[config.mk]
export PLATFORM = sky130hd
export DESIGN_NAME = pipe_stage_buf
export DESIGN_NICKNAME = d
export VERILOG_FILES = /design/src/rtl/pipe_pkg.sv /design/src/rtl/pipe_sat_cnt.sv /design/src/rtl/pipe_stage_buf.sv
export SDC_FILE = /design/constraint.sdc
export NUM_CORES = 1
export LEC_CHECK = 0
export BUFFER_PORTS_ARGS = -buffer_cell sky130_fd_sc_hd__buf_4
export CAP_MARGIN = 20
export CORE_ASPECT_RATIO = 0.5
export CORE_MARGIN = 2
export CORE_UTILIZATION = 45
export CTS_CLUSTER_DIAMETER = 150
export DETAILED_ROUTE_END_ITERATION = 8
export PLACE_DENSITY_LB_ADDON = 0.2
export REMOVE_ABC_BUFFERS = 1
export SYNTH_ARGS = -nofsm -noshare
export SYNTH_HDL_FRONTEND = slang
export SYNTH_SLANG_ARGS = --single-unit
[constraint.sdc]
create_clock -name clk -period 1.7 [get_ports clk]
set_input_delay 0.34 -clock clk [delete_from_list [all_inputs] [get_ports clk]]
set_output_delay 0.34 -clock clk [all_outputs]
set_load 0.03 [all_outputs]
[src/rtl/pipe_pkg.sv]
// ----------------------------------------------------------------------------
// pipe_pkg
// Shared types and defaults for the pipeline stage buffer (pipe_stage_buf).
//
// Contents:
//   pipe_state_e        occupancy state of a stage: EMPTY, ONE, FULL
//   PIPE_DEFAULT_WIDTH  default payload width
//   PIPE_DEFAULT_CNT_W  default performance counter width
//                       (present only when PIPE_STAGE_PERF_EN is defined)
//   pipe_slot_count()   number of valid slots (0..2) for a given state
// ----------------------------------------------------------------------------
package pipe_pkg;

    typedef enum logic [1:0] {
        EMPTY = 2'd0,   // neither slot valid
        ONE   = 2'd1,   // main slot valid
        FULL  = 2'd2    // main and skid slots valid
    } pipe_state_e;

    localparam int unsigned PIPE_DEFAULT_WIDTH = 250;

`ifdef PIPE_STAGE_PERF_EN
    localparam int unsigned PIPE_DEFAULT_CNT_W = 32;
`endif

    // Occupancy of a state. The unused encoding counts as empty.
    function automatic logic [1:0] pipe_slot_count(input pipe_state_e s);
        logic [1:0] n;
        case (s)
            ONE:     n = 2'd1;
            FULL:    n = 2'd2;
            default: n = 2'd0;
        endcase
        return n;
    endfunction

endpackage : pipe_pkg

[src/rtl/pipe_sat_cnt.sv]
// ----------------------------------------------------------------------------
// pipe_sat_cnt
// Saturating up-counter with a variable increment amount. The count sticks at
// 2^CNT_W-1 once reached.
//
// Parameters:
//   CNT_W   counter width
//   INC_W   width of the increment amount
// Ports:
//   clk     clock, rising edge
//   rst_n   asynchronous active-low reset, clears the count
//   inc_i   amount added this cycle (0 = no change)
//   cnt_o   current count
// ----------------------------------------------------------------------------
module pipe_sat_cnt #(
    parameter int unsigned CNT_W = 32,
    parameter int unsigned INC_W = 2
) (
    input  logic             clk,
    input  logic             rst_n,
    input  logic [INC_W-1:0] inc_i,
    output logic [CNT_W-1:0] cnt_o
);

    localparam int unsigned SUM_W = CNT_W + INC_W;
    localparam logic [SUM_W-1:0] SAT_MAX = {{INC_W{1'b0}}, {CNT_W{1'b1}}};

    logic [CNT_W-1:0] cnt_q;
    logic [CNT_W-1:0] cnt_d;
    logic [SUM_W-1:0] sum;

    // The sum is wide enough that it can never wrap, so a plain compare
    // against the maximum detects saturation for any CNT_W/INC_W.
    always_comb begin
        sum = SUM_W'(cnt_q) + SUM_W'(inc_i);
        if (sum > SAT_MAX) begin
            cnt_d = {CNT_W{1'b1}};
        end else begin
            cnt_d = sum[CNT_W-1:0];
        end
    end

    // NOTE: sequential state is written with non-blocking assignments only, so
    // every flop samples the pre-edge value of every other flop.
    always_ff @(posedge clk or negedge rst_n) begin
        if (!rst_n) begin
            cnt_q <= '0;
        end else begin
            cnt_q <= cnt_d;
        end
    end

    assign cnt_o = cnt_q;

endmodule : pipe_sat_cnt

[src/rtl/pipe_stage_buf.sv]
// ----------------------------------------------------------------------------
// pipe_stage_buf
// Pipeline stage register with a valid/ready handshake and a 2-entry skid
// buffer. Sustains one transfer per cycle while keeping in_ready registered,
// and keeps the legacy hold (freeze) and flush (squash to bubble) semantics.
//
// Optional feature macro: PIPE_STAGE_PERF_EN
//   defined   -> stall_cnt / flush_cnt ports and saturating counters present
//   undefined -> ports and counter logic absent, handshake unchanged
//
// Parameters:
//   WIDTH        payload width (>= 1)
//   FLUSH_VALUE  payload value presented by an empty or flushed slot
//   CNT_W        performance counter width (PIPE_STAGE_PERF_EN only)
// Ports:
//   clk        clock, rising edge
//   rst        asynchronous active-low reset
//   hold       global stall: no transfer on either side, all state frozen
//   flush      synchronous squash of all held entries (hold has priority)
//   in_valid   upstream payload valid
//   in_ready   stage can accept (registered)
//   in_data    upstream payload
//   out_valid  main slot holds a valid payload (registered)
//   out_ready  downstream accepts
//   out_data   main slot payload (registered)
//   stall_cnt  cycles with out_valid and (not out_ready or hold)
//   flush_cnt  valid entries discarded by flush
// ----------------------------------------------------------------------------
module pipe_stage_buf
    import pipe_pkg::*;
#(
    parameter int unsigned      WIDTH       = PIPE_DEFAULT_WIDTH,
    parameter logic [WIDTH-1:0] FLUSH_VALUE = '0
`ifdef PIPE_STAGE_PERF_EN
    ,
    parameter int unsigned      CNT_W       = PIPE_DEFAULT_CNT_W
`endif
) (
    input  logic             clk,
    input  logic             rst,
    input  logic             hold,
    input  logic             flush,
    input  logic             in_valid,
    output logic             in_ready,
    input  logic [WIDTH-1:0] in_data,
    output logic             out_valid,
    input  logic             out_ready,
    output logic [WIDTH-1:0] out_data
`ifdef PIPE_STAGE_PERF_EN
    ,
    output logic [CNT_W-1:0] stall_cnt,
    output logic [CNT_W-1:0] flush_cnt
`endif
);

    pipe_state_e      state_q, state_d;
    logic [WIDTH-1:0] main_q,  main_d;
    logic [WIDTH-1:0] skid_q,  skid_d;
    logic             out_valid_q;
    logic             in_ready_q;

    logic accept;
    logic emit;

    // Both handshakes are qualified by hold so that a stalled pipeline neither
    // consumes nor produces a payload even when valid and ready are high.
    assign accept = in_valid & in_ready_q & ~hold;
    assign emit   = out_valid_q & out_ready & ~hold;

    // NOTE: every variable assigned here gets a default first, so no path
    // leaves it unassigned and no latch is inferred.
    always_comb begin
        state_d = state_q;
        main_d  = main_q;
        skid_d  = skid_q;

        if (!hold) begin
            if (flush) begin
                // Same-cycle in_data is dropped along with the held entries.
                state_d = EMPTY;
                main_d  = FLUSH_VALUE;
                skid_d  = FLUSH_VALUE;
            end else begin
                case (state_q)
                    EMPTY: begin
                        if (accept) begin
                            state_d = ONE;
                            main_d  = in_data;
                        end
                    end
                    ONE: begin
                        if (accept && emit) begin
                            main_d  = in_data;
                        end else if (accept) begin
                            state_d = FULL;
                            skid_d  = in_data;
                        end else if (emit) begin
                            state_d = EMPTY;
                            main_d  = FLUSH_VALUE;
                        end
                    end
                    FULL: begin
                        // in_ready is low in FULL, so only an emit can occur.
                        if (emit) begin
                            state_d = ONE;
                            main_d  = skid_q;
                            skid_d  = FLUSH_VALUE;
                        end
                    end
                    default: begin
                        state_d = EMPTY;
                        main_d  = FLUSH_VALUE;
                        skid_d  = FLUSH_VALUE;
                    end
                endcase
            end
        end
    end

    // The handshake outputs are decoded from the next state and registered,
    // so neither out_valid nor in_ready has a combinational input path.
    // NOTE: the data registers are reset as well, because an empty stage must
    // present FLUSH_VALUE on out_data straight out of reset.
    always_ff @(posedge clk or negedge rst) begin
        if (!rst) begin
            state_q     <= EMPTY;
            main_q      <= FLUSH_VALUE;
            skid_q      <= FLUSH_VALUE;
            out_valid_q <= 1'b0;
            in_ready_q  <= 1'b1;
        end else begin
            state_q     <= state_d;
            main_q      <= main_d;
            skid_q      <= skid_d;
            out_valid_q <= (pipe_slot_count(state_d) != 2'd0);
            in_ready_q  <= (state_d != FULL);
        end
    end

    assign in_ready  = in_ready_q;
    assign out_valid = out_valid_q;
    assign out_data  = main_q;

`ifdef PIPE_STAGE_PERF_EN
    logic [1:0] stall_inc;
    logic [1:0] flush_inc;

    // A stall cycle is any cycle where a valid payload is not leaving,
    // whether due to downstream backpressure or the global hold.
    assign stall_inc = {1'b0, out_valid_q & (~out_ready | hold)};

    // A flush only takes effect when not held; it discards every valid slot.
    assign flush_inc = (flush && !hold) ? pipe_slot_count(state_q) : 2'd0;

    pipe_sat_cnt #(
        .CNT_W (CNT_W),
        .INC_W (2)
    ) u_stall_cnt (
        .clk   (clk),
        .rst_n (rst),
        .inc_i (stall_inc),
        .cnt_o (stall_cnt)
    );

    pipe_sat_cnt #(
        .CNT_W (CNT_W),
        .INC_W (2)
    ) u_flush_cnt (
        .clk   (clk),
        .rst_n (rst),
        .inc_i (flush_inc),
        .cnt_o (flush_cnt)
    );
`endif

endmodule : pipe_stage_buf

==> flow_summary.toml <==
[outcome]
run_status = "complete, but fails checks"
failed_checks = "negative setup slack"

[final_layout]
final_cells = 3585
final_cell_mix = "buf_4 (573), dfrtp_1 (500), mux2i_1 (421)"
post_route_cells_drive_above_1_share_pct = 27.78
fill_cells = 4298
final_core_utilization_pct = 63.35
final_cell_area_um2 = 33910
finalNetCount = 3088
area_growth_syn_to_layout_pct = 39.63
most_frequent_standard_cell_in_the_layout_excluding_fill_and_tap_cells = "buf_4"

[setup_path]
terminus_of_the_critical_flop_to_flop_path = "out_data[138]$_DFFE_PN0P_"
cp-endpoint = "out_data[138]$_DFFE_PN0P_"
crit_fanout = 15
worst_setup_path_end_kind = "flop"
setup_slack_of_the_most_critical_reg_to_reg_path_ps = -180
worstSetupStartpointType = "flop"
timing.critical_path.required_ps = 2170
cp_slowest_cell = "dfrtp_4"
path_cells = "a21boi_4 > a2111oi_4 > nor2_4 > buf_12 > buf_16 > a22o_1"
worst_r2r_path_depth = 6
longest_individual_stage_delay_on_the_worst_path_ps = 510
crit_type = "flop to flop"
crit_arrival_ps = 2360

[floorplanning]
core.rowCount = 60
start_util_pct = 45.37
dieHeight_um = 168.3
die_w_um = 332.5
floorplan.io_pins = 508
area_enclosed_by_the_die_boundary_um2 = 55950
coreArea_um2 = 53530

[synthesis]
synth-warning-count = 0
netlist_top_cells_area = "dfrtp_1 (52%), mux2i_1 (18%), o2bb2ai_1 (9.0%), a22o_1 (6.3%), inv_1 (3.9%)"
yosys_register_bits = 504
synth_top_cell_by_area = "dfrtp_1"
fraction_of_registers_with_async_set_reset_pct = 100.0
netlist_instances = 2152
synth-edff-count = 0
synth.yosys.seq_area_share_pct = 51.94
mappedNetlistArea_um2 = 24280
ys_types = 36
synthesis.area_per_instance_um2 = 11.28
yosys.area.top_type_share_pct = 51.83
synthFlopType = "dfrtp_1"

[global_route]
grt_antenna_before_repair = 3
grt_max_degree = 81
aggregate_global_route_resource_usage_pct = 24.69
overflow = 0
grt_pass1_wl_um = 110200
first_global_vias = 19472

[timing]
finClkSkew_ps = 19.68
hold_viol = 0
finalCriticalPeriod_ps = 1883
final_worst_path_cycle_share_pct = 110.8
layout_setup_ws_ps = -183.1
max_slew_margin_pct = 59.31
rsz_0062_raised_after_global_routing = "true"
finalSetupViolations = 431
timing_worst_slew_pin_value_ps = 610.3
maxClockFrequency_mhz = 531.1
finalMaxSlewViolations = 0

[min_path]
timing.hold.worst.class = "primary input to flop"

[routing]
remaining_drc_errors = 0
routed_wl_um = 77410
via_count = 19529
drt.antenna.violating_nets = 0
post_drt_via_cell_ratio = 5.447
routed_wire_length_per_instance_um = 21.59
detail_route.first_pass.iterations = 5
drt_iter0_markers = 1315

[clocking]
cts_tree = "yes"
clkLatencyLatePin_ps = 590
cts_root_buf = "clkbuf_16"
clk_pin_slew_ps = 70
clk_path_buf_depth = 3
inserted_clock_buffers = 48
clkSinkCount = 504
cts_h_tree_lvls = 2

[flow_run]
max_cap_violations = 0

[power_and_ir_drop]
vdd_ir_drop_max_uv = 879.6
p_per_area_nw_per_um2 = 1309
p_leak_nw = 16.43

[placement]
placer_congestion_estimate = 0.8051
placement.cell_area_um2 = 29590
place.detailed.instances = 3303
detailedPlacementHpwl_um = 46260
portBuffers = 507
critical path: cells and delay by family, from the launching register on:
family | cells | cell delay [ps]
DFF | 1 | 510
AOI/OAI and AO/OA | 3 | 800
and+or+nand+nor | 1 | 80
buffers and inverters | 2 | 350
cell type report:
type,count,area (um2),area share (%)
clock inverters,29,444.2,1.310
multi-input cells,1206,9898,29.19
flip-flops and latches,504,12620,37.22
inverters,255,964.7,2.845
diodes,3,7.507,0.02214
well taps,713,892.1,2.631
repair buffers,816,7786,22.96
clock buffers,59,1294,3.815
routing by layer:
| metal | up-vias | wire (um) | track usage (%) |
|---|---|---|---|
| li1 | 9000 | - | - |
| met1 | 9875 | 32810 | 30.78 |
| met2 | 465 | 37790 | 42.02 |
| met5 | - | 0 | 0 |
| met3 | 189 | 2686 | 3.467 |
| met4 | 0 | 4122 | 13.14 |
worst min path at each step:
stage | startpoint | end | cells past startpoint
floorplan | rst | async pin | 0
global placement | rst | skid_q[170]$_DFFE_PN0P_ | 1
CTS | in_data[36] | skid_q[36]$_DFFE_PN0P_ | 3
detailed placement | rst | skid_q[170]$_DFFE_PN0P_ | 1
global route | in_data[94] | skid_q[94]$_DFFE_PN0P_ | 3
finish | in_data[92] | skid_q[92]$_DFFE_PN0P_ | 3
per-stage QoR:
stage                     hold slack, ps  total power [mW]  setup TNS [ps]  setup slack (ps)
after floorplan                    44.41             23.29               -            -35340
after global placement             209.9             30.51          -42690            -139.9
after detailed placement           210.9             30.73          -48960            -169.9
after CTS                        0.06356             43.19          -39370            -157.8
after global routing               1.774             46.32          -71190            -237.1
final                              21.20             44.39          -42020            -183.1
where the power goes:
part	internal, mW	leakage [nW]	switching [mW]
sequential	14.1	6.92	1.48
combinational	7.20	8.66	9.50
clock	7.12	0.854	4.98
total	28.4	16.4	16.0
registers in the layout, summed over array words and instances, names as in the netlist, named ones only:
register,flops
in_ready,1
out_data,250
out_valid,1
skid_q,250
state_q,1
timing repair:
action,CTS,global route
hold endpoints to repair,301,0
pin swaps,44,8
cloned,0,36
buffers inserted,0,19
hold buffers,136,0
setup endpoints to repair,503,502
gates resized for setup,9,59
synthesized netlist by cell type, types with 3 or more instances:
| master | instances |
|---|---|
| inv_1 | 255 |
| mux2i_1 | 426 |
| buf_6 | 14 |
| clkbuf_1 | 54 |
| o2bb2ai_1 | 250 |
| a22oi_1 | 74 |
| dfrtp_1 | 503 |
| nor2_1 | 3 |
| nand2_1 | 251 |
| buf_4 | 20 |
| buf_2 | 90 |
| buf_1 | 9 |
| a22o_1 | 176 |
kinds of logic after synthesis:
| kind of cell | synth area share (%) |
|---|---|
| AOI/OAI and AO/OA | 18.19 |
| adders and majority gates | 0.05151 |
| buffers and inverters | 8.037 |
| DFF | 51.94 |
| muxes | 17.56 |
| and+or+nand+nor | 4.220 |
Power figures use the tool's default switching activity.
